<file path="src/rtl/vga_pkg.sv">
// vga_pkg: 640x480@60 timing constants, counter type and shared helpers for vga_controller.
package vga_pkg;
    localparam int CNT_W     = 10;
    localparam int H_VISIBLE = 640;
    localparam int H_FRONT   = 16;
    localparam int H_SYNC    = 96;
    localparam int H_BACK    = 48;
    localparam int H_TOTAL   = H_VISIBLE + H_FRONT + H_SYNC + H_BACK;
    localparam int V_VISIBLE = 480;
    localparam int V_FRONT   = 10;
    localparam int V_SYNC    = 2;
    localparam int V_BACK    = 33;
    localparam int V_TOTAL   = V_VISIBLE + V_FRONT + V_SYNC + V_BACK;

    typedef logic [CNT_W-1:0] cnt_t;

    typedef struct packed {
        logic [7:0] r;
        logic [7:0] g;
        logic [7:0] b;
    } rgb_t;

    function automatic logic in_window(cnt_t v, int lo, int hi);
        return (v >= cnt_t'(lo)) && (v < cnt_t'(hi));
    endfunction
endpackage

</file>
<file path="src/rtl/vga_if.sv">
// vga_if: pixel-generator and DAC signals of the VGA controller; master = controller side.
interface vga_if;
    import vga_pkg::*;
    logic [7:0] r_in;
    logic [7:0] g_in;
    logic [7:0] b_in;
    cnt_t       x;
    cnt_t       y;
    logic       vga_hsync;
    logic       vga_vsync;
    logic       vga_blank_n;
    logic       vga_sync_n;
    logic       vga_clk;
    logic [7:0] vga_r;
    logic [7:0] vga_g;
    logic [7:0] vga_b;
    logic       frame_start;

    modport master (
        input  r_in, g_in, b_in,
        output x, y, vga_hsync, vga_vsync, vga_blank_n, vga_sync_n, vga_clk,
        output vga_r, vga_g, vga_b, frame_start
    );

    modport slave (
        output r_in, g_in, b_in,
        input  x, y, vga_hsync, vga_vsync, vga_blank_n, vga_sync_n, vga_clk,
        input  vga_r, vga_g, vga_b, frame_start
    );
endinterface

</file>
<file path="src/rtl/vga_counter.sv">
// vga_counter: tick-enabled counter running 0..MAX; o_wrap flags the terminal count.
module vga_counter
    import vga_pkg::*;
#(
    parameter int MAX = H_TOTAL - 1
) (
    input  logic clk,
    input  logic rst_n,
    input  logic i_en,
    output cnt_t o_cnt,
    output logic o_wrap
);
    localparam cnt_t L_MAX = cnt_t'(MAX);

    cnt_t r_cnt;

    assign o_wrap = (r_cnt == L_MAX);
    assign o_cnt  = r_cnt;

    always_ff @(posedge clk or negedge rst_n) begin
        if (!rst_n) r_cnt <= '0;
        else if (i_en) r_cnt <= o_wrap ? '0 : r_cnt + cnt_t'(1);
    end
endmodule

</file>
<file path="src/rtl/vga_controller.sv">
// vga_controller: 640x480@60 timing generator with DAC outputs registered one pixel tick behind x,y.
// Define VGA_CLK_DIV2_EN to run from a 50 MHz clk with an internal divide-by-2 pixel tick.
module vga_controller
    import vga_pkg::*;
#(
    parameter logic SYNC_ACTIVE = 1'b0,
    parameter int   H_VIS       = H_VISIBLE,
    parameter int   H_FP        = H_FRONT,
    parameter int   H_SY        = H_SYNC,
    parameter int   H_BP        = H_BACK,
    parameter int   V_VIS       = V_VISIBLE,
    parameter int   V_FP        = V_FRONT,
    parameter int   V_SY        = V_SYNC,
    parameter int   V_BP        = V_BACK
) (
    input logic    clk,
    input logic    rst_n,
    vga_if.master  bus
);
    localparam int   L_HT = H_VIS + H_FP + H_SY + H_BP;
    localparam int   L_VT = V_VIS + V_FP + V_SY + V_BP;
    localparam cnt_t L_HV = cnt_t'(H_VIS);
    localparam cnt_t L_VV = cnt_t'(V_VIS);

    logic w_pix_en;
    logic w_h_wrap;
    logic w_v_wrap;
    logic w_h_vis;
    logic w_v_vis;
    logic w_active;
    logic w_hs_on;
    logic w_vs_on;
    cnt_t w_h_cnt;
    cnt_t w_v_cnt;
    rgb_t r_rgb;
    logic r_hs;
    logic r_vs;
    logic r_blank_n;
    logic r_frame_start;

`ifdef VGA_CLK_DIV2_EN
    logic r_div;

    always_ff @(posedge clk or negedge rst_n) begin
        if (!rst_n) r_div <= 1'b0;
        else r_div <= ~r_div;
    end

    // DAC clock rises mid-pixel, after the registered colour has settled
    assign w_pix_en    = r_div;
    assign bus.vga_clk = r_div;
`else
    assign w_pix_en    = 1'b1;
    assign bus.vga_clk = clk;
`endif

    vga_counter #(.MAX(L_HT - 1)) u_h_cnt (
        .clk    (clk),
        .rst_n  (rst_n),
        .i_en   (w_pix_en),
        .o_cnt  (w_h_cnt),
        .o_wrap (w_h_wrap)
    );

    vga_counter #(.MAX(L_VT - 1)) u_v_cnt (
        .clk    (clk),
        .rst_n  (rst_n),
        .i_en   (w_pix_en && w_h_wrap),
        .o_cnt  (w_v_cnt),
        .o_wrap (w_v_wrap)
    );

    always_comb begin
        w_h_vis  = w_h_cnt < L_HV;
        w_v_vis  = w_v_cnt < L_VV;
        w_active = w_h_vis && w_v_vis;
        w_hs_on  = in_window(w_h_cnt, H_VIS + H_FP, H_VIS + H_FP + H_SY);
        w_vs_on  = in_window(w_v_cnt, V_VIS + V_FP, V_VIS + V_FP + V_SY);
        bus.x    = w_h_vis ? w_h_cnt : '0;
        bus.y    = w_v_vis ? w_v_cnt : '0;
    end

    // Sync and blank share the colour's one-tick delay so the DAC sees them aligned
    always_ff @(posedge clk or negedge rst_n) begin
        if (!rst_n) begin
            r_rgb         <= '0;
            r_hs          <= ~SYNC_ACTIVE;
            r_vs          <= ~SYNC_ACTIVE;
            r_blank_n     <= 1'b0;
            r_frame_start <= 1'b0;
        end else begin
            r_frame_start <= w_pix_en && w_h_wrap && w_v_wrap;
            if (w_pix_en) begin
                r_rgb     <= w_active ? rgb_t'({bus.r_in, bus.g_in, bus.b_in}) : '0;
                r_hs      <= w_hs_on ? SYNC_ACTIVE : ~SYNC_ACTIVE;
                r_vs      <= w_vs_on ? SYNC_ACTIVE : ~SYNC_ACTIVE;
                r_blank_n <= w_active;
            end
        end
    end

    assign bus.vga_r       = r_rgb.r;
    assign bus.vga_g       = r_rgb.g;
    assign bus.vga_b       = r_rgb.b;
    assign bus.vga_hsync   = r_hs;
    assign bus.vga_vsync   = r_vs;
    assign bus.vga_blank_n = r_blank_n;
    assign bus.vga_sync_n  = 1'b0;
    assign bus.frame_start = r_frame_start;
endmodule
</file>
<file path="src/flat_wrapper.sv">
// flat-port wrapper written by rule: the top's interface ports become plain ports
module vga_controller_flat import vga_pkg::*;
#(
    parameter logic SYNC_ACTIVE = 1'b0,
    parameter int   H_VIS       = H_VISIBLE,
    parameter int   H_FP        = H_FRONT,
    parameter int   H_SY        = H_SYNC,
    parameter int   H_BP        = H_BACK,
    parameter int   V_VIS       = V_VISIBLE,
    parameter int   V_FP        = V_FRONT,
    parameter int   V_SY        = V_SYNC,
    parameter int   V_BP        = V_BACK
)
  (clk, rst_n, bus_r_in, bus_g_in, bus_b_in, bus_x, bus_y, bus_vga_hsync, bus_vga_vsync, bus_vga_blank_n, bus_vga_sync_n, bus_vga_clk, bus_vga_r, bus_vga_g, bus_vga_b, bus_frame_start);
  vga_if bus_i ();
  input logic clk;
  input logic rst_n;
  input wire logic [$bits(bus_i.r_in)-1:0] bus_r_in;
  input wire logic [$bits(bus_i.g_in)-1:0] bus_g_in;
  input wire logic [$bits(bus_i.b_in)-1:0] bus_b_in;
  output wire logic [$bits(bus_i.x)-1:0] bus_x;
  output wire logic [$bits(bus_i.y)-1:0] bus_y;
  output wire logic [$bits(bus_i.vga_hsync)-1:0] bus_vga_hsync;
  output wire logic [$bits(bus_i.vga_vsync)-1:0] bus_vga_vsync;
  output wire logic [$bits(bus_i.vga_blank_n)-1:0] bus_vga_blank_n;
  output wire logic [$bits(bus_i.vga_sync_n)-1:0] bus_vga_sync_n;
  output wire logic [$bits(bus_i.vga_clk)-1:0] bus_vga_clk;
  output wire logic [$bits(bus_i.vga_r)-1:0] bus_vga_r;
  output wire logic [$bits(bus_i.vga_g)-1:0] bus_vga_g;
  output wire logic [$bits(bus_i.vga_b)-1:0] bus_vga_b;
  output wire logic [$bits(bus_i.frame_start)-1:0] bus_frame_start;
  assign bus_i.r_in = bus_r_in;
  assign bus_i.g_in = bus_g_in;
  assign bus_i.b_in = bus_b_in;
  assign bus_x = bus_i.x;
  assign bus_y = bus_i.y;
  assign bus_vga_hsync = bus_i.vga_hsync;
  assign bus_vga_vsync = bus_i.vga_vsync;
  assign bus_vga_blank_n = bus_i.vga_blank_n;
  assign bus_vga_sync_n = bus_i.vga_sync_n;
  assign bus_vga_clk = bus_i.vga_clk;
  assign bus_vga_r = bus_i.vga_r;
  assign bus_vga_g = bus_i.vga_g;
  assign bus_vga_b = bus_i.vga_b;
  assign bus_frame_start = bus_i.frame_start;
  vga_controller #(.SYNC_ACTIVE(SYNC_ACTIVE), .H_VIS(H_VIS), .H_FP(H_FP), .H_SY(H_SY), .H_BP(H_BP), .V_VIS(V_VIS), .V_FP(V_FP), .V_SY(V_SY), .V_BP(V_BP)) u_core (.clk(clk), .rst_n(rst_n), .bus(bus_i));
endmodule
</file>
<file path="config.mk">
export PLATFORM = sky130hd
export DESIGN_NAME = vga_controller_flat
export DESIGN_NICKNAME = d
export VERILOG_FILES = /design/src/rtl/vga_pkg.sv /design/src/rtl/vga_if.sv /design/src/rtl/vga_counter.sv /design/src/rtl/vga_controller.sv /design/src/flat_wrapper.sv
export SDC_FILE = /design/constraint.sdc
export NUM_CORES = 1
export LEC_CHECK = 0
export ABC_AREA = 1
export CORE_UTILIZATION = 43
export CTS_CLUSTER_SIZE = 8
export DETAILED_ROUTE_END_ITERATION = 8
export PLACE_DENSITY = 0.74
export SYNTH_ARGS = -nofsm -noshare
export SYNTH_HDL_FRONTEND = slang
export SYNTH_HIERARCHICAL = 1
export SYNTH_SLANG_ARGS = --single-unit
</file>
<file path="constraint.sdc">
create_clock -name clk -period 3.5 [get_ports clk]
set_clock_uncertainty 0.2 [all_clocks]
set_input_delay 0.35 -clock clk [delete_from_list [all_inputs] [get_ports clk]]
set_output_delay 0.35 -clock clk [all_outputs]
set_load 0.03 [all_outputs]
</file>
* Yosys cells after proc, flatten, opt, wreduce, memory -nomap -nowiden
Cells that the tools add are included.
** Cells by class
- Add/subtract/negate cells :: 2
- Order comparisons :: 6
- Eq/ne operators :: 2
- Muxes and demuxes :: 7
- Reduce and logical (&&, ||, !) cells :: 4
** Operator list (count)
- $mux 10 :: 4
- $mux 24 :: 1
- $add 10x1->10 const B :: 2
- $eq 10x10->1 const B :: 2
- $lt 10x10->1 const B :: 2
- $lt 10x9->1 const B :: 2
- $ge 10x10->1 const B :: 1
- $ge 10x9->1 const B :: 1
- $logic_and 1x1->1 :: 4
- $mux 1 :: 2
** Word-level totals
- Register bits :: 48
- Bits of input ports :: 26
- Output and inout bits :: 50

* Logic depth before layout (Yosys ltp)
- Depth in word-level cells :: 3
- Depth in mapped cells :: 13

* By module
The synthesis kept the hierarchy.
** Modules (own cells, without submodules)
- vga_controller :: times used 1, cells an instance 141, area an instance 1237.4 sq um, seq. area each 703.2 sq um
- vga_counter at u_core.u_v_cnt :: times used 1, cells an instance 85, area an instance 616.8 sq um, seq. area each 250.2 sq um
- vga_counter at u_core.u_h_cnt :: times used 1, cells an instance 69, area an instance 573.0 sq um, seq. area each 250.2 sq um

==> metrics.md <==
| Metric | Value |
|---|---|
| Reg clk slew, reported paths | around 0.09 ns |
| Area share of and/or/nand/nor cells after synthesis | 0.279 |
| Slew Limit Fails | 0 |
| Wire length per cell | 10.6 um |
| Compound-gate portion of the synthesized area | 0.0242 |
| Starting density of the core | 0.461 |
| Vias in the first global route | roughly 1900 |
| Seq/Total Area, Yosys | 0.496 |
| First-pass DRT Iterations | 4 |
| Placed inst area | between 3000 and 4000 um2 |
| CP Max Fanout | 2 |
| Met3 global-route usage | 0.0298 |
| Post-CTS Setup Inserts | 0 |
| CP Class | clk -> out |
| Critical Path RT | around 3.0 ns |
| Largest net degree at the start of global routing | 49 |
| Grt total ovfl | 0 |
| Count of final hold-check violations | 0 |
| Routed WL | 4.72 mm |
| Layout cell share with drive strength beyond 1 | 0.139 |
| Final setup fails | 0 |
| Slew HR | 0.325 |
| Post-synthesis mux area share | 0 |
| IO Pins | 76 |
| Async set-reset flop share out of synthesis | 1.00 |
| Dpl hpwl | 3.50 mm |
| Largest area contributor in the synthesized netlist | dfrtp_1 |
| Synth cell count leaders | inv_1 (83), dfrtp_1 (46), nor2_1 (42) |
| Die width | between 70 and 80 um |
| Synth warn | 6 |
| Leakage power | 1.70 nW |
| Unique masters post-synth | 28 |
| Post-Synth XOR/XNOR Area | 0.0289 |
| Antenna cells | 0 |
| Die ar. | 5950 um2 |
| Row cnt | 26 |
| Largest cells by area after synthesis | dfrtp_1 (47%), inv_1 (13%), nor2_1 (6.5%) |
| Outcome | finished, final reports clean |
| HP Class | in -> reg |
| Drt first-iter violations | 64 |
| Crit. End Element | output pin |
| Share of the synthesized area in the top cell type | 0.474 |
| Tightest Pin Transition | 1.01 ns |
| Post-synth top flop | dfrtp_1 |
| Vias per cell | 4.31 |
| Mapped cell area | approximately 2400 um2 |
| Area growth syn-to-layout | 37.5% |
| Antenna Nets Post-Route | 0 |
| PortBufs | 73 |
| Global-route wire length before repair | roughly 8.2 mm |
| PwrDens | 446 nW/um2 |
| Syn Inst Count | 295 |
| Count leader, synth | inv_1 |
| Via Count | around 1900 |
| Nets | about 400 |
| Adder-cell share of the synthesized area | 0.0155 |
| GRT Total Usage | 0.176 |
| RSZ-0062 raised after global routing | no |
| GPL Wtd Cong | 0.841 |
| Die height | 77.1 um |
| GRT met2 Usage | 0.317 |
| Syn Area/Cell | just over 8 um2 |
| Design area | 3340 um2 |
| Critical path data arrival time | 2.56 ns |
| Largest family of logic cells by synthesized area | simple AND/OR/NAND/NOR gates |
| Max rail drop VDD | between 0.4 and 0.5 mV |
| Met1 global-route usage | 0.194 |
| Skew-Pair Late Insertion Delay | 0.40 ns |
| Drt drc | 0 |
| TNS Setup | 0 ns |
| Post-synth EDFFs | 0 |
| Initial antenna violation count | 0 |
| Maxcap violations | 0 |
| CTS tree | built |
| Fill count | 484 |
| Synth Register Bits | 48 |
| Busiest grt layer | met2 |
| Core area | roughly 5300 um2 |
| Critical Path Source Type | clock port |
-- sequential cells by signal, indices dropped and copies added, names as in the netlist --
signal,flops
u_core/bus.vga_g,8
u_core/bus.vga_b,8
u_core/u_v_cnt/o_cnt,10
u_core/bus.vga_r,8
u_core/bus.vga_blank_n,1
u_core/bus.frame_start,1
u_core/u_h_cnt/o_cnt,10
u_core/bus.vga_hsync,1
u_core/bus.vga_vsync,1
-- placed cells by master, fill, tap and decap left out, drive strengths merged --
cell and count:
inv 83, clkdlybuf4s50 72, nor2 67, nand2 47, dfrtp 46, nand3 13, clkbuf 9, xor2 8
nand4 6, o21ai 5, conb 3, ha 3, clkinvlp 2, dfstp 2, dlygate4sd3 1, buf 1
nor3 1, nand3b 1, a21oi 1, clkinv 1, o21bai 1, o22ai 1, or2 1
-- where the power goes --
part | leakage (nW) | switching [mW] | total [mW] | internal (mW)
Sequential | 0.586 | 0.0472 | 0.646 | 0.599
Combinational | 1.05 | 0.207 | 0.362 | 0.155
Clock | 0.0689 | 0.229 | 0.482 | 0.252
Total | 1.70 | 0.484 | 1.49 | 1.01
-- metal layers --
layer  up-vias  wire length (um)
li1        989                 -
met3         5               182
met5         -                 0
met4         0                76
met2        53              2510
met1       871              1950
-- worst max-delay path, cell delays in order --
cell,delay [ns]
clkbuf_8,0.11
clkbuf_8,0.12
clkdlybuf4s50_1,0.58
-- kinds of logic (layout without fill, tap and decap cells) --
family,Yosys count,count (layout)
AND/OR/NAND/NOR,136,136
buffers and inverters,90,169
flip-flops,48,48
AO/OA/AOI/OAI,8,8
XOR/XNOR,8,8
adder cells (fa/ha/maj),3,3
other,2,3
-- final timing paths --
check	start	to	slack [ns]	cells past startpoint
setup / recovery	clk	bus_vga_clk	0.39	3
hold / removal	bus_b_in[1]	u_core/bus.vga_b[1]$_DFF_PN0_	0.26	3
setup reg to reg	u_core/u_h_cnt/o_cnt[0]$_DFFE_PN0P_	u_core/u_v_cnt/o_cnt[9]$_DFFE_PN0P_	1.35	11
hold reg to reg	u_core/u_h_cnt/o_cnt[2]$_DFFE_PN0P_	u_core/u_h_cnt/o_cnt[2]$_DFFE_PN0P_	0.36	2
max in group asynchronous	rst_n	u_core/u_h_cnt/o_cnt[2]$_DFFE_PN0P_	2.02	2
min in group asynchronous	rst_n	u_core/u_v_cnt/o_cnt[2]$_DFFE_PN0P_	0.44	2
-- stage by stage --
stage | util | hold WS [ns] | instances | total power [mW] | setup slack, ns
after floorplan | - | -0.146 | 296 | 0.912 | 1.06
after global placement | 0.605 | 0.344 | 433 | 1.06 | 0.636
after detailed placement | 0.605 | 0.342 | 433 | 1.07 | 0.636
after CTS | 0.633 | 0.245 | 445 | 1.51 | 0.384
after global routing | 0.633 | 0.261 | 445 | 1.57 | 0.387
final | 0.633 | 0.258 | 445 | 1.49 | 0.395
-- timing repair --
| item | in CTS | in global routing |
|---|---|---|
| hold buffers | 1 | 0 |
| resized for setup | 0 | 0 |
| hold endpoints to repair | 46 | 0 |
-- final cells by class --
| class | instances | area [um2] | share of cell area |
|---|---|---|---|
| flip-flops and latches | 48 | 1200 | 0.361 |
| multi-input cells | 158 | 855 | 0.256 |
| repair buffers | 73 | 726 | 0.217 |
| inverters | 84 | 317 | 0.0949 |
| clock buffers | 10 | 134 | 0.0401 |
| well taps | 70 | 87.6 | 0.0262 |
| clock inverters | 2 | 15.0 | 0.00450 |
Note: power is estimated with default switching activity, not from simulation.
